===== config.mk =====
export PLATFORM = sky130hd
export DESIGN_NAME = fir_run_sequencer
export DESIGN_NICKNAME = d
export VERILOG_FILES = /design/src/rtl/fir_run_sequencer.sv
export SDC_FILE = /design/constraint.sdc
export NUM_CORES = 1
export LEC_CHECK = 0
export ABC_CLOCK_PERIOD_IN_PS = 2900
export BUFFER_PORTS_ARGS = -buffer_cell sky130_fd_sc_hd__buf_4
export CAP_MARGIN = 10
export CORE_UTILIZATION = 35
export DETAILED_ROUTE_END_ITERATION = 12
export GPL_TIMING_DRIVEN = 0
export PLACE_DENSITY = 0.48
export SLEW_MARGIN = 0
export SYNTH_ARGS = -nofsm -noshare
export SYNTH_HDL_FRONTEND = slang
export SYNTH_SLANG_ARGS = --single-unit
export TNS_END_PERCENT = 1

===== constraint.sdc =====
create_clock -name CLOCK_50 -period 2.9 [get_ports CLOCK_50]
set_input_delay 0.435 -clock CLOCK_50 [delete_from_list [all_inputs] [get_ports CLOCK_50]]
set_output_delay 0.435 -clock CLOCK_50 [all_outputs]
set_load 0.02 [all_outputs]

===== src/rtl/fir_run_sequencer.sv =====
// Run controller: button debounce, sample tick, calculation sequencing, display paging.
// Define FIR_SEQ_WATCHDOG_EN to abort stalled handshakes and flag err.
module fir_run_sequencer #(
  parameter int SAMPLE_DIV   = 50000000,
  parameter int DEBOUNCE_CYC = 500000,
  parameter int PAGE_DIV     = 25000000,
  parameter int CNT_W        = 36,
  parameter int TIMEOUT_CYC  = 1024
) (
  input  logic             CLOCK_50,
  input  logic             rst_n,
  input  logic             toggle_btn,
  output logic             run,
  output logic             rng_step,
  output logic             filt_load,
  input  logic             filt_done,
  output logic             bcd_start,
  input  logic             bcd_done,
  output logic             busy,
  output logic [CNT_W-1:0] calc_count,
  output logic [1:0]       page_sel,
  output logic             page_tick,
  output logic             overrun,
  output logic             err
);
  localparam int SW = $clog2(SAMPLE_DIV + 1);
  localparam int DW = $clog2(DEBOUNCE_CYC + 1);
  localparam int PW = $clog2(PAGE_DIV + 1);
  localparam logic [SW-1:0] S_LAST = SW'(SAMPLE_DIV - 1);
  localparam logic [DW-1:0] D_LAST = DW'(DEBOUNCE_CYC - 1);
  localparam logic [PW-1:0] P_LAST = PW'(PAGE_DIV - 1);

  if (SAMPLE_DIV < 2 || PAGE_DIV < 2 || DEBOUNCE_CYC < 1 ||
      TIMEOUT_CYC < 1 || CNT_W < 1) begin : g_bad_param
    $error("fir_run_sequencer: parameter out of range");
  end

  typedef enum logic [2:0] {
    S_IDLE, S_STEP, S_LOAD, S_WAIT_F, S_CONV, S_WAIT_B
  } state_e;

  logic          sync1_q, sync2_q, level_q, press_q;
  logic [DW-1:0] deb_q;
  logic          run_q, run_d, start;
  logic [SW-1:0] pre_q;
  logic          tick_q;
  state_e        state_q;
  logic          rng_q, load_q, bcd_q, busy_q, ovr_q;
  logic [CNT_W-1:0] cnt_q;
  logic [PW-1:0] pg_cnt_q;
  logic [1:0]    page_q;
  logic          ptick_q;

  // Synchronizer and accepted level rest at the released (high) level.
  always_ff @(posedge CLOCK_50 or negedge rst_n) begin
    if (!rst_n) begin
      sync1_q <= 1'b1;
      sync2_q <= 1'b1;
      level_q <= 1'b1;
      deb_q   <= '0;
      press_q <= 1'b0;
    end else begin
      sync1_q <= toggle_btn;
      sync2_q <= sync1_q;
      press_q <= 1'b0;
      if (sync2_q == level_q) begin
        deb_q <= '0;
      end else if (deb_q == D_LAST) begin
        deb_q   <= '0;
        level_q <= sync2_q;
        press_q <= ~sync2_q;
      end else begin
        deb_q <= deb_q + 1'b1;
      end
    end
  end

  assign run_d = run_q ^ press_q;
  assign start = press_q & ~run_q;

  // The stop edge itself is excluded so no tick escapes after run falls.
  always_ff @(posedge CLOCK_50 or negedge rst_n) begin
    if (!rst_n) begin
      run_q  <= 1'b0;
      pre_q  <= '0;
      tick_q <= 1'b0;
    end else begin
      run_q  <= run_d;
      tick_q <= 1'b0;
      if (start) begin
        pre_q <= '0;
      end else if (run_q && !press_q) begin
        if (pre_q == S_LAST) begin
          pre_q  <= '0;
          tick_q <= 1'b1;
        end else begin
          pre_q <= pre_q + 1'b1;
        end
      end
    end
  end

`ifdef FIR_SEQ_WATCHDOG_EN
  localparam int TW = $clog2(TIMEOUT_CYC + 1);
  localparam logic [TW-1:0] T_LAST = TW'(TIMEOUT_CYC - 1);
  logic [TW-1:0] wd_q;
  logic          wd_fire;
  logic          err_q;

  assign wd_fire = (wd_q == T_LAST);

  always_ff @(posedge CLOCK_50 or negedge rst_n) begin
    if (!rst_n) begin
      wd_q <= '0;
    end else if (state_q == S_WAIT_F || state_q == S_WAIT_B) begin
      wd_q <= wd_q + 1'b1;
    end else begin
      wd_q <= '0;
    end
  end

  assign err = err_q;
`else
  assign err = 1'b0;
`endif

  always_ff @(posedge CLOCK_50 or negedge rst_n) begin
    if (!rst_n) begin
      state_q <= S_IDLE;
      rng_q   <= 1'b0;
      load_q  <= 1'b0;
      bcd_q   <= 1'b0;
      busy_q  <= 1'b0;
      ovr_q   <= 1'b0;
      cnt_q   <= '0;
`ifdef FIR_SEQ_WATCHDOG_EN
      err_q   <= 1'b0;
`endif
    end else begin
      rng_q  <= 1'b0;
      load_q <= 1'b0;
      bcd_q  <= 1'b0;
      if (tick_q && state_q != S_IDLE) begin
        ovr_q <= 1'b1;
      end
      unique case (state_q)
        S_IDLE: begin
          if (tick_q) begin
            state_q <= S_STEP;
            rng_q   <= 1'b1;
            busy_q  <= 1'b1;
          end
        end
        S_STEP: begin
          state_q <= S_LOAD;
          load_q  <= 1'b1;
        end
        S_LOAD: state_q <= S_WAIT_F;
        S_WAIT_F: begin
          if (filt_done) begin
            state_q <= S_CONV;
            bcd_q   <= 1'b1;
          end
`ifdef FIR_SEQ_WATCHDOG_EN
          else if (wd_fire) begin
            state_q <= S_IDLE;
            busy_q  <= 1'b0;
            err_q   <= 1'b1;
          end
`endif
        end
        S_CONV: state_q <= S_WAIT_B;
        S_WAIT_B: begin
          if (bcd_done) begin
            state_q <= S_IDLE;
            busy_q  <= 1'b0;
            cnt_q   <= cnt_q + 1'b1;
          end
`ifdef FIR_SEQ_WATCHDOG_EN
          else if (wd_fire) begin
            state_q <= S_IDLE;
            busy_q  <= 1'b0;
            err_q   <= 1'b1;
          end
`endif
        end
        default: state_q <= S_IDLE;
      endcase
      if (start) begin
        cnt_q <= '0;
        ovr_q <= 1'b0;
`ifdef FIR_SEQ_WATCHDOG_EN
        err_q <= 1'b0;
`endif
      end
    end
  end

  always_ff @(posedge CLOCK_50 or negedge rst_n) begin
    if (!rst_n) begin
      pg_cnt_q <= '0;
      page_q   <= 2'd0;
      ptick_q  <= 1'b0;
    end else if (pg_cnt_q == P_LAST) begin
      pg_cnt_q <= '0;
      page_q   <= page_q + 2'd1;
      ptick_q  <= 1'b1;
    end else begin
      pg_cnt_q <= pg_cnt_q + 1'b1;
      ptick_q  <= 1'b0;
    end
  end

  assign run        = run_q;
  assign rng_step   = rng_q;
  assign filt_load  = load_q;
  assign bcd_start  = bcd_q;
  assign busy       = busy_q;
  assign calc_count = cnt_q;
  assign page_sel   = page_q;
  assign page_tick  = ptick_q;
  assign overrun    = ovr_q;
endmodule


==> out/qor_table.md, run 1 <==
| Quantity | This run |
|---|---|
| Sum of routed wire segments on met1 | 7166 um |
| Top flip-flop cell by instance count after synthesis | sky130_fd_sc_hd__dfrtp_1 |
| Number of setup buffers added after CTS | 0 |
| Hold_ws | 0.02547 ns |
| Remaining number of nets flagged by the antenna check after routing | 0 |
| Detailed Place HPWL | 10510 um |
| Sequential cell area | 0.003082 mm^2 |
| Number of enable-type register cells in the synthesized netlist | 0 |
| Number of top-level pins | 51 |
| Finished Cell Area | 0.007626 mm^2 |
| Adder-cell share of the synthesized area | 1.381% |
| Worst r2r path cells | 7 |
| Commonest non-fill, non-tap cell in the layout | sky130_fd_sc_hd__dfrtp_1 |
| Length of routed met2 wiring | 7000 um |
| Path type of the worst setup path | register to register |
| Sink count of the clock tree | 123 |
| Starting density of the core | 36.30% |
| Number of storage elements in the synthesis netlist | 123 |
| Fillers | 1693 |
| CTS clock-pin slew for the worst setup and hold paths | 0.06 ns |
| Placement-stage cell area | 0.007024 mm^2 |
| Quantity of gates resized following cts | 0 |
| Post-CTS Hold Buffers | 0 |
| Syn-to-layout area delta | 20.22% |
| Congestion Overflow GR | 0 |
| Number of buffers on the longest clock path | 2 |
| Remaining design rule violation count | 0 |
| Combinational family with the most area after synthesis | simple AND/OR/NAND/NOR gates |
| Router iterations before antenna repair | 5 |
| First-pass GRT wire length | 25520 um |
| IO Port Bufs | 49 |
| Via density per instance | 5.479 |
| Routability cong. | 0.7603 |
| Overall global routing resource usage | 17.71% |
| Post-synthesis sequential area ratio | 48.58% |
| Number of nets in the final layout | 726 |
| Mux cell area share after synthesis | 2.742% |
| Synthesized net count | 657 |
| Data required time at the worst endpoint | 3.23 ns |
| Crit path max fanout | 10 |
| Peak VDD IR | 0.4012 mV |
| 1st-iter DRT viols | 192 |
| Critical Path Sink Type | register |
| Final total negative setup slack | 0 ns |
| Maxcap violations | 0 |
| Crit start category | register |
| Ratio of final minimum period to clock period | 83.68% |
| Reg2Reg Launch Point | run |
| Outcome | complete, no violations |
| Final-report hold violation count | 0 |
| Topmost layer with routed signal wires | met4 |
| DR WL/cell | 15.93 um |
| Number of instances in the synthesized netlist | 645 |
| Time the worst path needs with I/O delays and setup | 2.427 ns |
| CP peak stage delay | 0.60 ns |
| CTS tree | yes |
| Area occupied by multi-input gates | 0.003087 mm^2 |
| Cell chosen for the clock root | sky130_fd_sc_hd__clkbuf_16 |
| HP Class | input port to asynchronous set/reset pin |
| Die Span X | 136.6 um |
| Via count of the routed design | 5216 |
| Count of warnings emitted by yosys | 0 |
| Total number of placement rows | 48 |
| Power after layout | 0.004272 W |
| Synthesized-area fraction occupied by and/or/nand/nor cells | 27.51% |
| Slew Limit Fails | 0 |
| Layout cells sized above 1 | 15.82% |
| Reg-to-Reg End | pre_q[24] |
| Number of global-route vias before repair | 5128 |
| Data arrival at the endpoint of the critical path | 2.75 ns |
| Antenna violations before repair | 0 |
| PwrDens | 560.2 mW/mm^2 |
| Ys async rst share | 100.0% |
| Final setup violation count | 0 |
| Max-slew headroom | 37.53% |
| Area fraction in compound gates after synthesis | 10.20% |
| Unrepaired setup endpoints after global routing | no |
| Highest-count cells in the layout ignoring fill and taps | sky130_fd_sc_hd__dfrtp_1, sky130_fd_sc_hd__nor2_1, sky130_fd_sc_hd__buf_4 |
| Cells traversed along the worst timing path | inv_1 -> ha_1 -> clkbuf_1 -> nand4b_1 -> nor2_1 -> or4b_2 -> a22oi_1 |
| Worst setup slack for register-to-register paths | 0.47 ns |
| Slew at the pin with the worst max-slew slack | 0.9285 ns |
| Critical Path Slowest Stage Cell | sky130_fd_sc_hd__or4b_2 |
| Library cells used by synthesis | 54 |
| Count of inserted antenna diode cells | 0 |
| Core ar. | 0.01748 mm^2 |
| Leakage power summed over all cells | 3.273 nW |
| Average cell area after synthesis | 9.835 um^2 |
| Overall die area | 0.01867 mm^2 |
| Met3 layer wire length in the routed design | 762 um |
| Highest clock rate | 412.1 MHz |
| Post-Route Skew | 0.008981 ns |
| Pin count of the biggest net entering global routing | 70 |
| Number of buffers inserted during clock tree synthesis | 17 |
| Wirelength, routed | 15160 um |
| Maximum level of the CTS H-tree | 4 |
| Source-to-sink clock delay at the later pin of the worst-skew pair | 0.42 ns |
| DIE HEIGHT | 136.6 um |
| Mapped Area | 0.006344 mm^2 |
| Xor and xnor area share after synthesis | 6.765% |
[metrics by stage]
step | instances | utilization (%) | worst slack [ns]
after floorplan | 645 | - | 0.6916
after global placement | 919 | 40.01 | 0.4854
after detailed placement | 920 | 40.19 | 0.4741
after CTS | 952 | 43.64 | 0.4309
after global routing | 952 | 43.64 | 0.2952
final | 952 | 43.64 | 0.4733
[cell families after synthesis]
group	after synthesis
flops	123
fa+ha+maj	7
mux	16
simple gates	303
other cells	1
compound gates	103
buf+inv	43
xor+xnor	49
[area by class of cell]
cell class / instances / area share (%)
multi-input combinational: 479 / 40.48
clock buffer: 26 / 6.809
clock inverter: 6 / 1.083
inverter: 17 / 0.8368
sequential: 123 / 40.41
buffer: 26 / 1.460
tap: 225 / 3.692
timing repair buffer: 50 / 5.234
[cell usage after synthesis (17+ instances only)]
cell type	n	area (um^2)
sky130_fd_sc_hd__inv_1	17	63.81
sky130_fd_sc_hd__nand4_1	30	187.7
sky130_fd_sc_hd__nor2_1	55	206.5
sky130_fd_sc_hd__nand2_1	41	153.9
sky130_fd_sc_hd__xnor2_1	24	210.2
sky130_fd_sc_hd__or4_1	18	135.1
sky130_fd_sc_hd__o21ai_0	25	125.1
sky130_fd_sc_hd__nand3_1	39	195.2
sky130_fd_sc_hd__a21oi_1	32	160.2
sky130_fd_sc_hd__xor2_1	25	219.0
sky130_fd_sc_hd__dfrtp_1	120	3003
sky130_fd_sc_hd__nor4_1	23	143.9
[flip-flops by register name, summed over array words and instances (netlist names)]
register,cells
page_sel,2
page_tick,1
busy,1
level_q,1
deb_q,19
sync1_q,1
calc_count,36
sync2_q,1
press_q,1
pre_q,26
rng_step,1
bcd_start,1
pg_cnt_q,25
overrun,1
state_q,3
filt_load,1
run,1
tick_q,1
[metal layers]
metal  vias to the layer above  track usage (%)
li1                       2537                -
met3                        20            5.815
met1                      2564            23.06
met4                         0            6.173
met5                         -                0
met2                        95            27.44
[worst max-delay path: cells and delay by family, from the launching register on]
| kind | cells | cell delay [ns] |
|---|---|---|
| simple gates | 3 | 1.16 |
| fa+ha+maj | 1 | 0.32 |
| compound gates | 1 | 0.17 |
| flops | 1 | 0.40 |
| buf+inv | 2 | 0.28 |
[worst max path at each step]
stage	startpoint	end	slack [ns]
floorplan	run	pre_q[24]	0.69
global placement	run	pre_q[24]	0.49
detailed placement	run	pre_q[24]	0.47
CTS	run	pre_q[24]	0.43
global route	run	pre_q[24]	0.30
finish	run	pre_q[24]	0.47
[where the power goes]
group	leakage [nW]	total (W)	internal, W	switching [W]
Combinational	1.30	0.000283	0.000117	0.000167
Clock	0.296	0.00214	0.00140	0.000739
Sequential	1.68	0.00185	0.00178	0.0000697
No activity file was read; power rests on OpenSTA's default activity.
==> inputs of run 2 (changes only) <==
--- a/config.mk
+++ b/config.mk
@@ -5,7 +5,8 @@
 export SDC_FILE = /design/constraint.sdc
 export NUM_CORES = 1
 export LEC_CHECK = 0
-export ABC_CLOCK_PERIOD_IN_PS = 2900
+export ABC_AREA = 1
+export ABC_CLOCK_PERIOD_IN_PS = 2280
 export BUFFER_PORTS_ARGS = -buffer_cell sky130_fd_sc_hd__buf_4
 export CAP_MARGIN = 10
 export CORE_UTILIZATION = 35
==> constraint.sdc (replaced) <==
create_clock -name CLOCK_50 -period 2.28 [get_ports CLOCK_50]
set_input_delay 0.342 -clock CLOCK_50 [delete_from_list [all_inputs] [get_ports CLOCK_50]]
set_output_delay 0.342 -clock CLOCK_50 [all_outputs]
set_load 0.02 [all_outputs]
==> run 2 against run 1 <==
Synthesized cell count is 51% higher. First-iteration DRC count is 72% higher. Routed wire length is 15% higher. Critical endpoint is now calc_count[34]. Clock-buffer cell count is 3 lower.
==> out/qor_table.md, run 2 <==
| Quantity | This run |
|---|---|
| HP Class | input port to register |
| Via count of the routed design | 6147 |
| Die Span X | 144.3 um |
| Routability cong. | 0.8823 |
| Post-synthesis sequential area ratio | 43.51% |
| Outcome | complete, no violations |
| Crit path max fanout | 10 |
| Wirelength, routed | 17500 um |
| Maxcap violations | 0 |
| Largest register FFs | 36 |
| DR WL/cell | 13.27 um |
| Ys async rst share | 100.0% |
| Quantity of gates resized following cts | 0 |
| Unrepaired setup endpoints after global routing | no |
| Time the worst path needs with I/O delays and setup | 1.955 ns |
| Overall global routing resource usage | 18.37% |
| Final setup violation count | 0 |
| Detailed Place HPWL | 13140 um |
| Post-Route Skew | 0.008848 ns |
| Library cells used by synthesis | 45 |
| Router iterations before antenna repair | 5 |
| Sink count of the clock tree | 123 |
| Number of setup buffers added after CTS | 0 |
| Clock power share | 55.2% |
| Overall die area | 0.02081 mm^2 |
| CTS clock-pin slew for the worst setup and hold paths | 0.05 ns |
| Average cell area after synthesis | 7.287 um^2 |
| Remaining number of nets flagged by the antenna check after routing | 0 |
| Leakage power summed over all cells | 3.890 nW |
| Final-report hold violation count | 0 |
| Source-to-sink clock delay at the later pin of the worst-skew pair | 0.42 ns |
| Maximum level of the CTS H-tree | 4 |
| Starting density of the core | 36.04% |
| Number of enable-type register cells in the synthesized netlist | 0 |
| Combinational share of power | 1.5% |
| Top area cells in the synthesized netlist | sky130_fd_sc_hd__dfrtp_1, sky130_fd_sc_hd__nand2_1, sky130_fd_sc_hd__nor2_1 |
| IO Port Bufs | 49 |
| Slew Limit Fails | 0 |
| Cell chosen for the clock root | sky130_fd_sc_hd__clkbuf_16 |
| Top cells by instance count after synthesis | sky130_fd_sc_hd__nand2_1, sky130_fd_sc_hd__nor2_1, sky130_fd_sc_hd__dfrtp_1, sky130_fd_sc_hd__inv_1, sky130_fd_sc_hd__nand3_1 |
| GRT met2 Usage | 28.73% |
| Top cell by count, worst path | sky130_fd_sc_hd__inv_1 |
| Slew at the pin with the worst max-slew slack | 0.6764 ns |
| Antenna violations before repair | 0 |
| Hold_ws | 0.03410 ns |
| Internal power | 0.004056 W |
| Highest clock rate | 511.6 MHz |
| Layout cells sized above 1 | 13.76% |
| Met1 Usage GRT | 25.77% |
| 1st-iter DRT viols | 331 |
| Commonest non-fill, non-tap cell in the layout | sky130_fd_sc_hd__nand2_1 |
| Cells traversed along the worst timing path | inv_1 -> ha_1 -> inv_1 -> buf_2 -> buf_1 -> nand2_1 -> nor2_1 |
| Count of inserted antenna diode cells | 0 |
| First-pass GRT wire length | 29540 um |
| Fillers | 2086 |
| Number of instances in the synthesized netlist | 972 |
| Number of top-level pins | 51 |
| Data arrival at the endpoint of the critical path | 2.30 ns |
| Max-slew headroom | 54.91% |
| Number of buffers inserted during clock tree synthesis | 17 |
| Congestion Overflow GR | 0 |
| PwrDens | 602.5 mW/mm^2 |
| Pin count of the biggest net entering global routing | 72 |
| Remaining design rule violation count | 0 |
| Ratio of final minimum period to clock period | 85.74% |
| Fraction of post-synthesis cell area in the top cell type by area | 42.40% |
| Core ar. | 0.01965 mm^2 |
| DIE HEIGHT | 144.3 um |
| Count of warnings emitted by yosys | 0 |
| Mapped Area | 0.007083 mm^2 |
| Data required time at the worst endpoint | 2.62 ns |
| Number of global-route vias before repair | 5844 |
| Crit start category | register |
| Top-count cell post-synth | sky130_fd_sc_hd__nand2_1 |
| Global-route track usage on met3 | 3.874% |
| Final total negative setup slack | 0 ns |
| Number of storage elements in the synthesis netlist | 123 |
| Path type of the worst setup path | register to register |
| Number of buffers on the longest clock path | 2 |
| Via density per instance | 4.660 |
| Switch Pwr | 0.001019 W |
| CP peak stage delay | 0.55 ns |
| Critical Path Sink Type | register |
| CTS tree | yes |
| Highest-count cells in the layout ignoring fill and taps | sky130_fd_sc_hd__nand2_1, sky130_fd_sc_hd__nor2_1, sky130_fd_sc_hd__dfrtp_1 |
| Register share of total power | 43.3% |
| Number of nets in the final layout | 1054 |
| Synthesized net count | 984 |
| Syn-to-layout area delta | 18.94% |
| Sw Ratio | 20.09% |
| Post-CTS Hold Buffers | 1 |
| Peak VDD IR | 0.4692 mV |
| Biggest area consumer among synthesized cells | sky130_fd_sc_hd__dfrtp_1 |
| Total number of placement rows | 51 |
| Most heavily used metal layer in global routing | met2 |
| Top flip-flop cell by instance count after synthesis | sky130_fd_sc_hd__dfrtp_1 |
| Critical Path Slowest Stage Cell | sky130_fd_sc_hd__buf_1 |
## run 2: area by class of cell
type	count	area, um^2	share of cell area, %
multi-input cells	717	3467	41.16
flip-flops and latches	123	3082	36.58
inverters	123	466.7	5.540
clock buffers	23	457.9	5.436
repair buffers	51	409.1	4.857
well taps	265	331.6	3.936
clock inverters	8	142.6	1.693
plain buffers	9	67.56	0.8020
## run 2: stage by stage
stage          setup slack, ns  utilization [%]  cell area, um^2  instances  total power [W]
2_1_floorplan           0.5365                -             7083        972         0.002252
3_3_place_gp            0.3032            39.60             7782       1286         0.002310
3_5_place_dp            0.3272            39.76             7814       1287         0.002317
4_1_cts                 0.3029            42.86             8424       1319         0.005160
5_1_grt                0.08184            42.86             8424       1319         0.005272
6_report                0.3252            42.86             8424       1319         0.005076
## run 2: worst paths after layout
kind	slack [ns]	cells past startpoint	start	to
worst max-delay path	0.33	7	run	calc_count[34]
worst min-delay path	0.03	1	toggle_btn	sync1_q
worst max register to register	0.33	7	run	calc_count[34]
worst min register to register	0.35	0	sync1_q	sync2_q
max in group asynchronous	1.07	3	rst_n	calc_count[19]
min in group asynchronous	0.46	2	rst_n	pg_cnt_q[14]
## run 2: layer usage
layer,vias up,share of wire (%)
li1,3219,-
met1,2829,52
met2,90,45
met3,9,2.9
met4,0,0.95
met5,-,0
## run 2: critical path, delay by kind of cell, from the launching register on
kind,cells,cell delay [ns]
buffers and inverters,4,0.95
adder cells (fa/ha/maj),1,0.28
flip-flops,1,0.41
AND/OR/NAND/NOR,2,0.23
## run 2: cells by family after synthesis
kind of cell / after synthesis / share of synthesized area [%]
AND/OR/NAND/NOR: 618 / 39.06
buffers and inverters: 132 / 7.543
flip-flops: 123 / 43.51
AO/OA/AOI/OAI: 57 / 4.399
XOR/XNOR: 34 / 4.204
adder cells (fa/ha/maj): 7 / 1.236
other: 1 / 0.05294
## run 2: power by group through the flow
stage / combinational (W) / clock [W] / sequential [W]
after floorplan: 0.0000177 / 0 / 0.00223
after global placement: 0.0000754 / 0 / 0.00223
after detailed placement: 0.0000830 / 0 / 0.00223
after CTS: 0.0000845 / 0.00288 / 0.00220
after global routing: 0.0000949 / 0.00298 / 0.00220
final: 0.0000785 / 0.00280 / 0.00220
